File: src/rtl/l2_bank_rr_arbiter.sv
// Round-robin arbiter that shares one single-ported L2 SRAM bank between N TCDM requesters.
// Grants one access per cycle, returns a 1-cycle response to the granted port and counts conflict cycles.
module l2_bank_rr_arbiter #(
    parameter int N_PORTS    = 6,
    parameter int ADDR_WIDTH = 15,
    parameter int DATA_WIDTH = 32,
    parameter int CNT_WIDTH  = 32
) (
    input  logic                              clk_i,
    input  logic                              rst_i,
    input  logic [N_PORTS-1:0]                req_i,
    input  logic [N_PORTS*ADDR_WIDTH-1:0]     add_i,
    input  logic [N_PORTS-1:0]                wen_i,
    input  logic [N_PORTS*DATA_WIDTH-1:0]     wdata_i,
    input  logic [N_PORTS*(DATA_WIDTH/8)-1:0] be_i,
    output logic [N_PORTS-1:0]                gnt_o,
    output logic [N_PORTS-1:0]                r_valid_o,
    output logic [DATA_WIDTH-1:0]             r_rdata_o,
    output logic                              mem_req_o,
    output logic                              mem_we_o,
    output logic [ADDR_WIDTH-1:0]             mem_addr_o,
    output logic [DATA_WIDTH-1:0]             mem_wdata_o,
    output logic [DATA_WIDTH/8-1:0]           mem_be_o,
    input  logic [DATA_WIDTH-1:0]             mem_rdata_i,
    input  logic                              cnt_clr_i,
    output logic [CNT_WIDTH-1:0]              conflict_cnt_o
);

    localparam int BE_WIDTH = DATA_WIDTH / 8;
    localparam int PTR_W    = (N_PORTS > 1) ? $clog2(N_PORTS) : 1;

    logic [PTR_W-1:0] rr_ptr;
    logic [PTR_W-1:0] winner_p0;
    logic             any_req_p0;
    logic             conflict_p0;
    logic [PTR_W:0]   cand_sum;
    logic [PTR_W-1:0] cand;

    logic             resp_vld_p1;
    logic [PTR_W-1:0] resp_idx_p1;

    function automatic logic [CNT_WIDTH-1:0] sat_inc(input logic [CNT_WIDTH-1:0] val);
        if (val == {CNT_WIDTH{1'b1}}) begin
            return val;
        end
        return val + CNT_WIDTH'(1);
    endfunction

    function automatic logic [N_PORTS-1:0] one_hot(input logic [PTR_W-1:0] idx);
        return N_PORTS'(1) << idx;
    endfunction

    // Stage p0: combinational search starting at rr_ptr, wrapping modulo N_PORTS
    always_comb begin
        winner_p0  = '0;
        any_req_p0 = 1'b0;
        cand_sum   = '0;
        cand       = '0;
        for (int i = 0; i < N_PORTS; i++) begin
            cand_sum = {1'b0, rr_ptr} + (PTR_W+1)'(i);
            if (cand_sum >= (PTR_W+1)'(N_PORTS)) begin
                cand_sum = cand_sum - (PTR_W+1)'(N_PORTS);
            end
            cand = cand_sum[PTR_W-1:0];
            if (!any_req_p0 && req_i[cand]) begin
                any_req_p0 = 1'b1;
                winner_p0  = cand;
            end
        end
    end

    // Two or more requesters set means at least one is denied this cycle
    assign conflict_p0 = |(req_i & (req_i - N_PORTS'(1)));

    always_comb begin
        gnt_o       = '0;
        mem_req_o   = 1'b0;
        mem_we_o    = 1'b0;
        mem_addr_o  = add_i[int'(winner_p0)*ADDR_WIDTH +: ADDR_WIDTH];
        mem_wdata_o = wdata_i[int'(winner_p0)*DATA_WIDTH +: DATA_WIDTH];
        mem_be_o    = be_i[int'(winner_p0)*BE_WIDTH +: BE_WIDTH];
        if (any_req_p0 && !rst_i) begin
            gnt_o     = one_hot(winner_p0);
            mem_req_o = 1'b1;
            mem_we_o  = ~wen_i[winner_p0];
        end
    end

    always_ff @(posedge clk_i) begin
        if (rst_i) begin
            rr_ptr      <= '0;
            resp_vld_p1 <= 1'b0;
            resp_idx_p1 <= '0;
        end else begin
            if (any_req_p0) begin
                rr_ptr <= (winner_p0 == PTR_W'(N_PORTS-1)) ? '0 : winner_p0 + PTR_W'(1);
            end
            resp_vld_p1 <= any_req_p0;
            resp_idx_p1 <= winner_p0;
        end
    end

    always_ff @(posedge clk_i) begin
        if (rst_i) begin
            conflict_cnt_o <= '0;
        end else if (cnt_clr_i) begin
            conflict_cnt_o <= '0;
        end else if (conflict_p0) begin
            conflict_cnt_o <= sat_inc(conflict_cnt_o);
        end
    end

    // Stage p1: response routed to the port granted last cycle; reset suppresses it at once
    always_comb begin
        r_valid_o = '0;
        if (resp_vld_p1 && !rst_i) begin
            r_valid_o = one_hot(resp_idx_p1);
        end
    end

    assign r_rdata_o = mem_rdata_i;

endmodule
File: config.mk
export PLATFORM = sky130hd
export DESIGN_NAME = l2_bank_rr_arbiter
export DESIGN_NICKNAME = d
export VERILOG_FILES = /design/src/rtl/l2_bank_rr_arbiter.sv
export SDC_FILE = /design/constraint.sdc
export NUM_CORES = 1
export LEC_CHECK = 0
export CORE_AREA = 2 2 189 191
export DETAILED_ROUTE_END_ITERATION = 10
export DIE_AREA = 0 0 191 193
export GPL_ROUTABILITY_DRIVEN = 1
export GPL_TIMING_DRIVEN = 0
export MAX_ROUTING_LAYER = met4
export SETUP_SLACK_MARGIN = 0.3
export SLEW_MARGIN = 20
export SYNTH_ARGS = -nofsm -noshare
export SYNTH_HDL_FRONTEND = slang
export SYNTH_SLANG_ARGS = --single-unit
File: constraint.sdc
create_clock -name clk_i -period 4.7 [get_ports clk_i]
set_input_delay 0.94 -clock clk_i [delete_from_list [all_inputs] [get_ports clk_i]]
set_output_delay 0.94 -clock clk_i [all_outputs]
set_load 0.02 [all_outputs]
After elaboration in Yosys (flattened, before gate mapping) --
Cells that the tools add are included. Widths: inputs -> output; s select.
Operators by class: div/mod/pow operators 0, multipliers 1, reduce and logical (&&, ||, !) cells 16, add/subtract/negate cells 14, mux-type cells 42, equality and inequality tests 3, shifts and indexed selects 5, $lt $le $gt $ge 13, bitwise operators 2
Operators with widths (number):
- $shiftx 192x9->32 | 1
- $shiftx 90x8->15 | 1
- $mux 3 | 13
- $add 32x1->32 const B | 1
- $eq 32x32->1 const B | 1
- $mux 32 | 1
- $lt 3x4->1 const B | 7
- $shiftx 24x6->4 | 1
- $bmux 1 s3 | 7
- $ge 4x3->1 const B | 5
- $mux 1 | 19
- $sub 3x3->3 const B | 6
- $mux 6 | 2
- $shl 1x3->6 const A | 2
- $add 3x2->4 const B | 2
- $add 3x3->4 const B | 2
- $logic_and 1x1->1 | 7
- $mul 3x4->7 const B | 1
- $and 6x6->6 | 1
- $logic_not 1->1 | 6
- $reduce_or 6->1 | 1
- $sub 6x1->6 const B | 1
- $add 3x1->4 const B | 1
- $add 3x1->3 const B | 1
- 6 further kinds | 6
Word-level totals: RAM bits 0, ROM bits 0, output and inout port bits 129, register bits 39, memories kept 0, bits in latches 0, logic and storage cells 100

Logic depth before layout (Yosys ltp) --
Gate-level depths: netlist of run 1.
word-level depth 24, mapped depth 18, depth with buffers taken out 13

Least setup slack after synthesis of run 1 --
OpenSTA, ideal clock, no wires.
path kind flip-flop to output port, start register rr_ptr[0], end output port mem_we_o, data required time 3.760 ns, stages on the path, launching flop included 14, path slack -0.378 ns, path buffers 3, arrival 4.138 ns, path through dfxtp_1 > buf_2 > buf_2 > inv_2 > buf_1 > ha_1 > and2_1 > mux2i_1 > mux2_2 > o211a_1 > a311oi_4 > o211a_4 > mux4_2 > a211oi_1
Between the ends: cells in the longest elaborated chain, start to end 24, elaborated cells on any way between the ends 62, those cells by class add/sub: 11; order compare: 6; mux: 33; bitwise: 1; reduce/logical: 11
Ends and longest elaborated chain:
- from (decl) | line 32 | logic [PTR_W-1:0] rr_ptr;
- from (signal assigned) | line 96 | rr_ptr <= (winner_p0 == PTR_W'(N_PORTS-1)) ? '0 : winner_p0 + PTR_W'(1);
- branches (longest 23 deep; another with $add 3x1->4)
- $mux 1 * | line 82 | if (any_req_p0 && !rst_i) begin
- to (decl) | line 20 | output logic mem_we_o,
Mark *: on every way between the ends. The select of a mux whose other input is x is not followed.

Final worst setup path of run 1 --
start register rr_ptr[0], end output port mem_wdata_o[31]
Between the ends: cells in the longest elaborated chain, start to end 21, elaborated cells on any way between the ends 57, those cells by class add/sub: 11; order compare: 6; shift: 1; mux: 29; reduce/logical: 10
Ends and longest elaborated chain:
- branches (longest 19 deep; another with $add 3x1->4)
- $mux 3 * | line 65 | if (!any_req_p0 && req_i[cand]) begin
- $shiftx 192x9->32 * | line 80 | mem_wdata_o = wdata_i[int'(winner_p0)*DATA_WIDTH +: DATA_WIDTH];
- to (decl) | line 22 | output logic [DATA_WIDTH-1:0] mem_wdata_o,
Marks and branches as above.

==> results of run 1 <==
critical path: stages, from the launching register on:
cell	delay (ps)
dfxtp_2	350
buf_6	100
buf_12	120
inv_16	30
buf_8	110
ha_4	240
and2_4	180
a31oi_4	190
nand2_2	130
a211oi_4	290
buf_6	140
a311oi_4	70
buf_6	140
buf_6	120
o211ai_4	300
buf_12	250
buf_12	200
a221oi_4	90
a311oi_4	280
buf_4	200
per-layer routing:
metal	vias up	GRT usage
met5	-	-
met4	0	0.0987
met3	83	0.0474
met2	440	0.378
met1	4596	0.257
li1	4294	-
synth_stat cells, types with 2 or more instances:
cell      instances  area, um2
or3_1             6       37.5
o22ai_1           2       12.5
buf_1             7       26.3
and3_1           60        375
xnor2_1          21        184
a211o_1           2       17.5
inv_1            16       60.1
buf_4            33        248
and4_1            3       26.3
a311oi_1         51        447
o211ai_1          5       37.5
dfxtp_1          39        781
o21a_1            3       22.5
a22o_1            2       17.5
o21ai_0          11       55.1
mux2_2            5       56.3
nor2b_1           2       12.5
o2111a_1         51        574
a221oi_1         53        464
nand4_1           5       31.3
nor3_1           22        110
and2_1            7       43.8
or4_1             3       22.5
nand2_1         126        473
clkbuf_1         59        221
mux2i_1          13        130
ha_1              9        113
nor2_1           51        191
or2_2             5       31.3
nand3_1          17       85.1
a211oi_1         54        405
o211a_1           2       20.0
nor4_1            9       56.3
a31oi_1           4       25.0
nand2b_1          3       18.8
xor2_1            7       61.3
a21oi_1          16       80.1
buf_2            26        130
cell type report:
cell class                 count  area, um2  area share
multi-input combinational    648       7070       0.456
timing repair buffer         535       5430       0.350
buffer                       124       1380      0.0888
sequential                    39        783      0.0506
tap                          461        577      0.0373
clock buffer                   5        125     0.00808
inverter                      17       80.1     0.00517
antenna                       12       30.0     0.00194
clock inverter                 3       20.0     0.00129
final timing paths:
| check | cells after the start | endpoint | slack (ps) | startpoint |
|---|---|---|---|---|
| worst min register to register | 2 | conflict_cnt_o[21] | 490 | conflict_cnt_o[21] |
| worst min-delay path | 2 | conflict_cnt_o[21] | 490 | conflict_cnt_o[21] |
| worst max register to register | 19 | rr_ptr[1] | 1070 | rr_ptr[0] |
| worst max-delay path | 19 | mem_wdata_o[31] | -100 | rr_ptr[0] |
logic make-up after synthesis:
kind of cell | share of synthesized area
xor gates and xnor gates | 0.0441
adders and majority gates | 0.0207
and+or+nand+nor | 0.257
AOI/OAI and AO/OA | 0.395
buffers and inverters | 0.116
DFF | 0.132
muxes | 0.0353
timing repair:
item,in CTS,in global routing
gates cloned,13,2
pin swaps,67,19
resized for setup,777,57
hold buffers,0,0
setup buffers,63,8
endpoints found under the setup margin,60,59
through the flow:
stage	setup WS (ps)	hold slack (ps)	util	cells
after floorplan	305	559	-	829
after global placement	-1860	486	0.342	1739
after detailed placement	-1820	499	0.342	1739
after CTS	-107	508	0.432	1822
after global routing	-209	531	0.443	1844
final	-98.8	494	0.443	1844
flip-flops by register name, summed over array words and instances (netlist names):
| signal | count |
|---|---|
| conflict_cnt_o | 32 |
| resp_idx_p1 | 3 |
| resp_vld_p1 | 1 |
| rr_ptr | 3 |
==> results.toml, run 1 <==
[status]
outcome = "finished with violations"
failed_checks = "negative setup slack"

[grt]
number_of_antenna_violations_at_the_first_check_in_global_routing = 13
grt_max_degree = 14
grt.total_usage = 0.224
grt_overflow = 0
grt_pass1_wl_um = 60500
grt_pass1_vias = 9830

[cts]
clk_transition_reported_paths_ps = 60
numCtsBuffers = 5
clock_tree.htree_level_count = 2
worstSkewPairLatency_ps = 280
tritoncts = "done"
cts.sinks = 39
buffer_type_at_the_clock_tree_root = "clkbuf_16"
cts-root-to-sink-buffers = 2

[route]
drt_first_iter_violations = 453
antenna_violating_nets_post_route = 0
routed.top_layer = "met4"
vias = 9413
wl_cell_um = 23.1
routed_wirelength_um = 42600
routed-wl-met2_um = 21400
met3_wirelength_um = 2990
route.detailed.drc = 0
m1WireLength_um = 16500
route.detailed.vias_per_inst = 5.10
drt_first_pass_iters = 4

[timing]
setup_ws_ps = -98.8
worst-slew-pin-transition_ps = 811
grt_setup_unrepaired = "yes"
post-route-period-util = 1.02
final-hold-violation-count = 0
setup_tns_ps = -2530
setup_viol = 53
max_clock_freq_ghz = 0.208
slew_headroom = 0.455
final.min_clock_period_ps = 4800
final-max-slew-violation-count = 0
worst_clock_skew_ps = 6.08

[placed_design]
dpl_cell_area_mm2 = 0.0120
buffer_ports.inserted = 449
dpl.hpwl_um = 31800
gp_routability_congestion = 0.955

[logic_synthesis]
synth.ff_latch_count = 39
syn_avg_cell_area_um2 = 7.15
synthArstFlopShare = 0
synth_cells = 829
synthesis.nets = 1191
number_of_library_cell_types_mapped_by_synthesis = 57
synth_flop_cell = "dfxtp_1"
yosysSeqAreaShare = 0.132
synth_edf_count = 0
synth.cell_area_mm2 = 0.00592
ys.warnings.count = 0

[run]
maxCapViolations = 0

[finish]
syn2layout_area_growth_pct = 161
final_layout_size_suffix_gt1_frac = 0.352
most-common-layout-cells = "384 x clkdlybuf4s50_1, 120 x nand2_1, 109 x buf_4"
nets = 1732
layout.cell_area.non_filler_mm2 = 0.0155
most_common_library_cell_in_the_layout_ignoring_fill_and_taps = "clkdlybuf4s50_1"
fillCellCount = 3309

[die]
design.die.area_mm2 = 0.0369
die_width_um = 191
chipHeight_um = 193
row_count = 69
core_area_mm2 = 0.0350
ioPinCount = 482
start_util = 0.169

[setup_path]
crit_fanout = 10
worst-endpoint-required_ps = 3760
timing.setup.critical_path_class = "register to output pin"
cp.arrival_ps = 3860
critPathCaptureType = "output pin"
timing.critical_path.from_type = "register"

[min_path]
hold_path.class = "register to register"
Power of run 1 is left out: the tool's default activity adds up to more than one toggle a clock period on the data nets, which glitch-free logic cannot reach.
==> run 2, diff against run 1 <==
--- a/config.mk
+++ b/config.mk
@@ -11,6 +11,7 @@
 export GPL_ROUTABILITY_DRIVEN = 1
 export GPL_TIMING_DRIVEN = 0
 export MAX_ROUTING_LAYER = met4
+export PLACE_DENSITY = 0.61
 export SETUP_SLACK_MARGIN = 0.3
 export SLEW_MARGIN = 20
 export SYNTH_ARGS = -nofsm -noshare
==> run 2 against run 1 <==
The flow still finishes with violations (negative setup slack). Utilization up 1.2 points. First-iteration DRC count unchanged. Maximum frequency decreased by 1.4%. Final cell count rose by 0.38%. Via count about the same. Routed wire length rose by 3.2%. Clock-buffer cell count stayed put. Largest cell class is now non-clock buffers.
==> results.toml, run 2 (synthesis results as in run 1) <==
[grt]
groute.layer.met2.usage = 0.390
grtUsageMet3 = 0.0281
number_of_antenna_violations_at_the_first_check_in_global_routing = 12
globalRoute.busiestLayer = "met2"
grt_max_degree = 14
grt.total_usage = 0.227
grtUsageMet1 = 0.274
grt_overflow = 0
grt_pass1_vias = 9627
grt_pass1_wl_um = 60700

[finish]
most_common_library_cell_in_the_layout_ignoring_fill_and_taps = "clkdlybuf4s50_1"
final_layout_size_suffix_gt1_frac = 0.392
fillCellCount = 3275
nets = 1738
layout_top_registers = "conflict_cnt_o x32, resp_idx_p1 x3, rr_ptr x3"
largest_register_ff_count = 32
finalNonFillerCells = 1851
largest-register = "conflict_cnt_o"
syn2layout_area_growth_pct = 169
seqCellArea_um2 = 782
multi_input_area_mm2 = 0.00704
most-common-layout-cells = "384 x clkdlybuf4s50_1, 81 x buf_4, 79 x nand2_1"
finalCoreUtilization = 0.455

[die]
start_util = 0.169
design.die.area_mm2 = 0.0369
die_width_um = 191
chipHeight_um = 193
ioPinCount = 482
row_count = 69
core_area_mm2 = 0.0350

[route]
drt_first_iter_violations = 453
routed_wirelength_um = 43900
route.detailed.vias_per_inst = 5.09
wl_cell_um = 23.7
vias = 9422
drt_first_pass_iters = 5
antenna_violating_nets_post_route = 0
route.detailed.drc = 0

[timing]
setup_tns_ps = -3190
worst_clock_skew_ps = 4.10
final-max-slew-violation-count = 0
post-route-period-util = 1.04
final.min_clock_period_ps = 4870
hold_ws_ps = 507
max_clock_freq_ghz = 0.205
setup_ws_ps = -166
setup_viol = 53
slew_headroom = 0.477
worst-slew-pin-transition_ps = 778
grt_setup_unrepaired = "yes"
final-hold-violation-count = 0

[cts]
cts-root-to-sink-buffers = 2
worstSkewPairLatency_ps = 280
numCtsBuffers = 5
clk_transition_reported_paths_ps = 60
buffer_type_at_the_clock_tree_root = "clkbuf_16"
tritoncts = "done"
clock_tree.htree_level_count = 2
cts.sinks = 39

[setup_path]
slowest_stage = "mux4_2"
timing.critical_path.from_type = "register"
worst-endpoint-required_ps = 3760
crit_fanout = 7
largest_incremental_delay_on_the_critical_path_ps = 600
timing.reg2reg.worst_path_depth = 20
timing.setup.critical_path_class = "register to output pin"
path_cells = "buf_6 > buf_12 > inv_16 > buf_8 > ha_4 > and2_4 > mux2i_4 > mux2_4 > o211a_4 > a311oi_4 > buf_4 > o211a_4 > mux4_2 > a211oi_4 > buf_6"
critPathCaptureType = "output pin"
cp.arrival_ps = 3930

[status]
failed_checks = "negative setup slack"
outcome = "finished with violations"

[run]
maxCapViolations = 0

[placed_design]
placed_cells = 1739
buffer_ports.inserted = 449
gp_routability_congestion = 0.929
dpl.hpwl_um = 31700

[min_path]
hold-path-cell-count = 2
hold_path.class = "register to register"
run 2: changes by cell type in the layout (fill, tap and decap cells not counted), moves of 5 or more:
| cell | change |
|---|---|
| nand2_1 | -41 |
| a211oi_4 | -14 |
| nand2_2 | +29 |
| buf_6 | +12 |
| nand2_4 | +12 |
| buf_8 | +7 |
| a221oi_4 | -10 |
| buf_4 | -28 |
| clkbuf_16 | +5 |
| clkbuf_8 | -9 |
| a221oi_2 | +10 |
| buf_12 | +14 |
| a211oi_2 | +15 |
run 2: cell type report:
type / count / area share
Clock inverter: 3 / 0.00275
Sequential cell: 39 / 0.0491
Buffer: 125 / 0.0867
Tap cell: 461 / 0.0362
Inverter: 17 / 0.00503
Timing Repair Buffer: 540 / 0.368
Multi-Input combinational cell: 648 / 0.442
Antenna cell: 13 / 0.00204
Clock buffer: 5 / 0.00786
run 2: per-layer routing:
metal,wire length [um],vias to the layer above,share of wire
met1,17900,4608,0.41
met3,2520,77,0.057
li1,-,4323,-
met5,0,-,0
met2,21900,414,0.50
met4,1620,0,0.037
run 2: critical path, delay by kind of cell (launching register included):
kind / cells / cell delay (ps)
buf+inv: 6 / 690
compound gates: 4 / 1020
mux: 3 / 1120
flops: 1 / 340
simple gates: 1 / 190
fa+ha+maj: 1 / 270
run 2: final timing paths:
kind                            from                 end  slack [ps]
setup / recovery           rr_ptr[0]            mem_we_o        -170
hold / removal    conflict_cnt_o[21]  conflict_cnt_o[21]         510
setup reg to reg           rr_ptr[0]           rr_ptr[1]         880
hold reg to reg   conflict_cnt_o[21]  conflict_cnt_o[21]         510
run 2: metrics by stage:
stage          setup slack, ps  instance area [um2]
3_5_place_dp             -1850                12000
4_1_cts                   -107                15400
3_3_place_gp             -1850                11900
5_1_grt                   -288                15900
6_report                  -166                15900
2_1_floorplan              305                 6880
run 2: what timing repair did:
| item | in CTS | in global routing |
|---|---|---|
| cloned | 22 | 3 |
| hold buffers | 0 | 0 |
| pin swaps | 75 | 79 |
| endpoints found under the setup margin | 61 | 59 |
| resized for setup | 820 | 104 |
| buffers inserted | 55 | 11 |
Power of run 2 is left out for the same reason.
==> run 3, diff against run 2 <==
--- a/config.mk
+++ b/config.mk
@@ -11,7 +11,7 @@
 export GPL_ROUTABILITY_DRIVEN = 1
 export GPL_TIMING_DRIVEN = 0
 export MAX_ROUTING_LAYER = met4
-export PLACE_DENSITY = 0.61
+export PLACE_DENSITY = 0.6
 export SETUP_SLACK_MARGIN = 0.3
 export SLEW_MARGIN = 20
 export SYNTH_ARGS = -nofsm -noshare
==> constraint.sdc (replaced) <==
create_clock -name clk_i -period 5.7 [get_ports clk_i]
set_input_delay 1.14 -clock clk_i [delete_from_list [all_inputs] [get_ports clk_i]]
set_output_delay 1.14 -clock clk_i [all_outputs]
set_load 0.02 [all_outputs]
==> run 3 against run 2 <==
The run now ends clean. Global-route usage decreased by 2.2 points. Critical path depth is 3 lower. Utilization fell by 11 points. Sequential share of layout area up 1.6 points. Die area unchanged. Hold slack got worse by 3.6 ps. Flip-flop and latch count did not move. Worst setup slack improved by 510 ps. Design area is 24% lower. Non-clock buffer count down 60. Critical endpoint is now mem_wdata_o[21].
==> results.toml, run 3 (synthesis results as in run 1) <==
[grt]
number_of_antenna_violations_at_the_first_check_in_global_routing = 4
grt_pass1_vias = 9071
grt_pass1_wl_um = 55300
grt.total_usage = 0.205
grt_max_degree = 13
grt_overflow = 0

[cts]
numCtsBuffers = 5
cts-root-to-sink-buffers = 2
cts.sinks = 39
clk_transition_reported_paths_ps = 60
tritoncts = "done"
buffer_type_at_the_clock_tree_root = "clkbuf_16"
post_cts_hold_buffer_count = 0
worstSkewPairLatency_ps = 280
clock_tree.htree_level_count = 2

[finish]
final_layout_size_suffix_gt1_frac = 0.211
nets = 1678
multi_input_area_mm2 = 0.00493
layout_top_registers = "conflict_cnt_o x32, resp_idx_p1 x3, rr_ptr x3"
fillCellCount = 3707
most-common-layout-cells = "385 x clkdlybuf4s50_1, 124 x nand2_1, 86 x buf_4"
most_common_library_cell_in_the_layout_ignoring_fill_and_taps = "clkdlybuf4s50_1"
seqCellArea_um2 = 782
finalNonFillerCells = 1784
largest_register_ff_count = 32
largest-register = "conflict_cnt_o"
syn2layout_area_growth_pct = 104

[route]
drt_first_pass_iters = 5
antenna_violating_nets_post_route = 0
route.detailed.vias_per_inst = 5.01
wl_cell_um = 22.1
drt_first_iter_violations = 481
vias = 8932
routed.top_layer = "met4"
m1WireLength_um = 16000
route.detailed.drc = 0
met3_wirelength_um = 2590
routed_wirelength_um = 39400
routed-wl-met2_um = 19800

[setup_path]
timing.critical_path.from_type = "primary input"
timing.reg2reg.worst_path_depth = 19
cp.arrival_ps = 4210
crit_fanout = 10
largest_incremental_delay_on_the_critical_path_ps = 520
path_delay_family = "compound AO/OA/AOI/OAI gates"
worst-endpoint-required_ps = 4560
timing.setup.critical_path_class = "primary input to output pin"
path_cells = "dlygate4sd2_1 > mux2i_4 > nor4_1 > a211o_1 > nor2_4 > buf_4 > a311o_1 > nand2_2 > buf_2 > a221oi_1 > a311oi_1 > buf_2"
critPathCaptureType = "output pin"
crit_cells = 12
rrSetupSlack_ps = 1910
worst_r2r_startpoint = "rr_ptr[0]"
worstReg2RegEnd = "rr_ptr[2]"
crit_buf_inv = 4
slowest_stage = "nor4_1"
critPathMostFrequentCell = "buf_2"

[run]
maxCapViolations = 0

[power_and_ir_drop]
ir_worst_vdd_uv = 623
p_leak_uw = 0.00448
cellPowerDensity_mw_per_mm2 = 853

[timing]
worst_clock_skew_ps = 5.92
final-hold-violation-count = 0
setup_ws_ps = 347
max_clock_freq_ghz = 0.187
post-route-period-util = 0.939
grt_setup_unrepaired = "yes"
worst-slew-pin-transition_ps = 728
setup_viol = 0
final-max-slew-violation-count = 0
final.min_clock_period_ps = 5350
hold_ws_ps = 504
slew_headroom = 0.511

[placed_design]
pre_cts_slack_ps = -1530
placed_cells = 1739
buffer_ports.inserted = 449
gp_routability_congestion = 0.955
dpl.hpwl_um = 32100

[min_path]
holdPathEnd = "conflict_cnt_o[21]"
hold-path-cell-count = 2
worst_hold_startpoint = "conflict_cnt_o[21]"
hold_path.class = "register to register"

[status]
outcome = "finished, final reports clean"

[die]
start_util = 0.169
die_width_um = 191
row_count = 69
design.die.area_mm2 = 0.0369
core_area_mm2 = 0.0350
ioPinCount = 482
chipHeight_um = 193
## run 3: final cells by class
| type | instances | share of cell area |
|---|---|---|
| Antenna cell | 6 | 0.00124 |
| Buffer | 125 | 0.0822 |
| Clock buffer | 6 | 0.0115 |
| Clock inverter | 2 | 0.00290 |
| Inverter | 17 | 0.00591 |
| Multi-Input combinational cell | 648 | 0.408 |
| Sequential cell | 39 | 0.0648 |
| Tap cell | 461 | 0.0478 |
| Timing Repair Buffer | 480 | 0.375 |
## run 3: timing repair
action                     CTS  global route
gates cloned                 1             0
setup endpoints to repair   60            58
buffers inserted            15            15
pin swaps                   14            17
resized for setup          440            88
## run 3: through the flow
stage / total power, uW / TNS (ps) / instance area, um2 / utilization
global placement: 8990 / -67570 / 11000 / 0.314
CTS: 10100 / 0 / 11900 / 0.340
global route: 10900 / 0 / 12100 / 0.345
floorplan: 5060 / 0 / 5920 / -
finish: 10300 / 0 / 12100 / 0.345
detailed placement: 8930 / -66220 / 11000 / 0.315
## run 3: where the power goes
group	internal [uW]	switching [uW]	total, uW
clock	217	107	324
combinational	3810	5850	9660
sequential	292	19.5	311
total	4320	5980	10300
## run 3: per-layer routing
layer / global-route usage / up-vias
met5: - / -
met1: 0.243 / 4253
li1: - / 4202
met4: 0.0599 / 0
met3: 0.0342 / 60
met2: 0.356 / 417
## run 3: worst min-delay path, cell delays in order, from the launching register on
cell     delay, ps
dfxtp_1        330
o31ai_1         70
a21oi_1         60
## run 3: worst max path at each step
| stage | start | end |
|---|---|---|
| 3_5_place_dp | rr_ptr[0] | mem_addr_o[0] |
| 3_3_place_gp | rr_ptr[0] | mem_addr_o[0] |
| 2_1_floorplan | rr_ptr[0] | mem_we_o |
| 4_1_cts | rr_ptr[0] | gnt_o[3] |
| 5_1_grt | req_i[2] | mem_wdata_o[9] |
| 6_report | req_i[2] | mem_wdata_o[21] |
(Power assumes the default switching activity.)
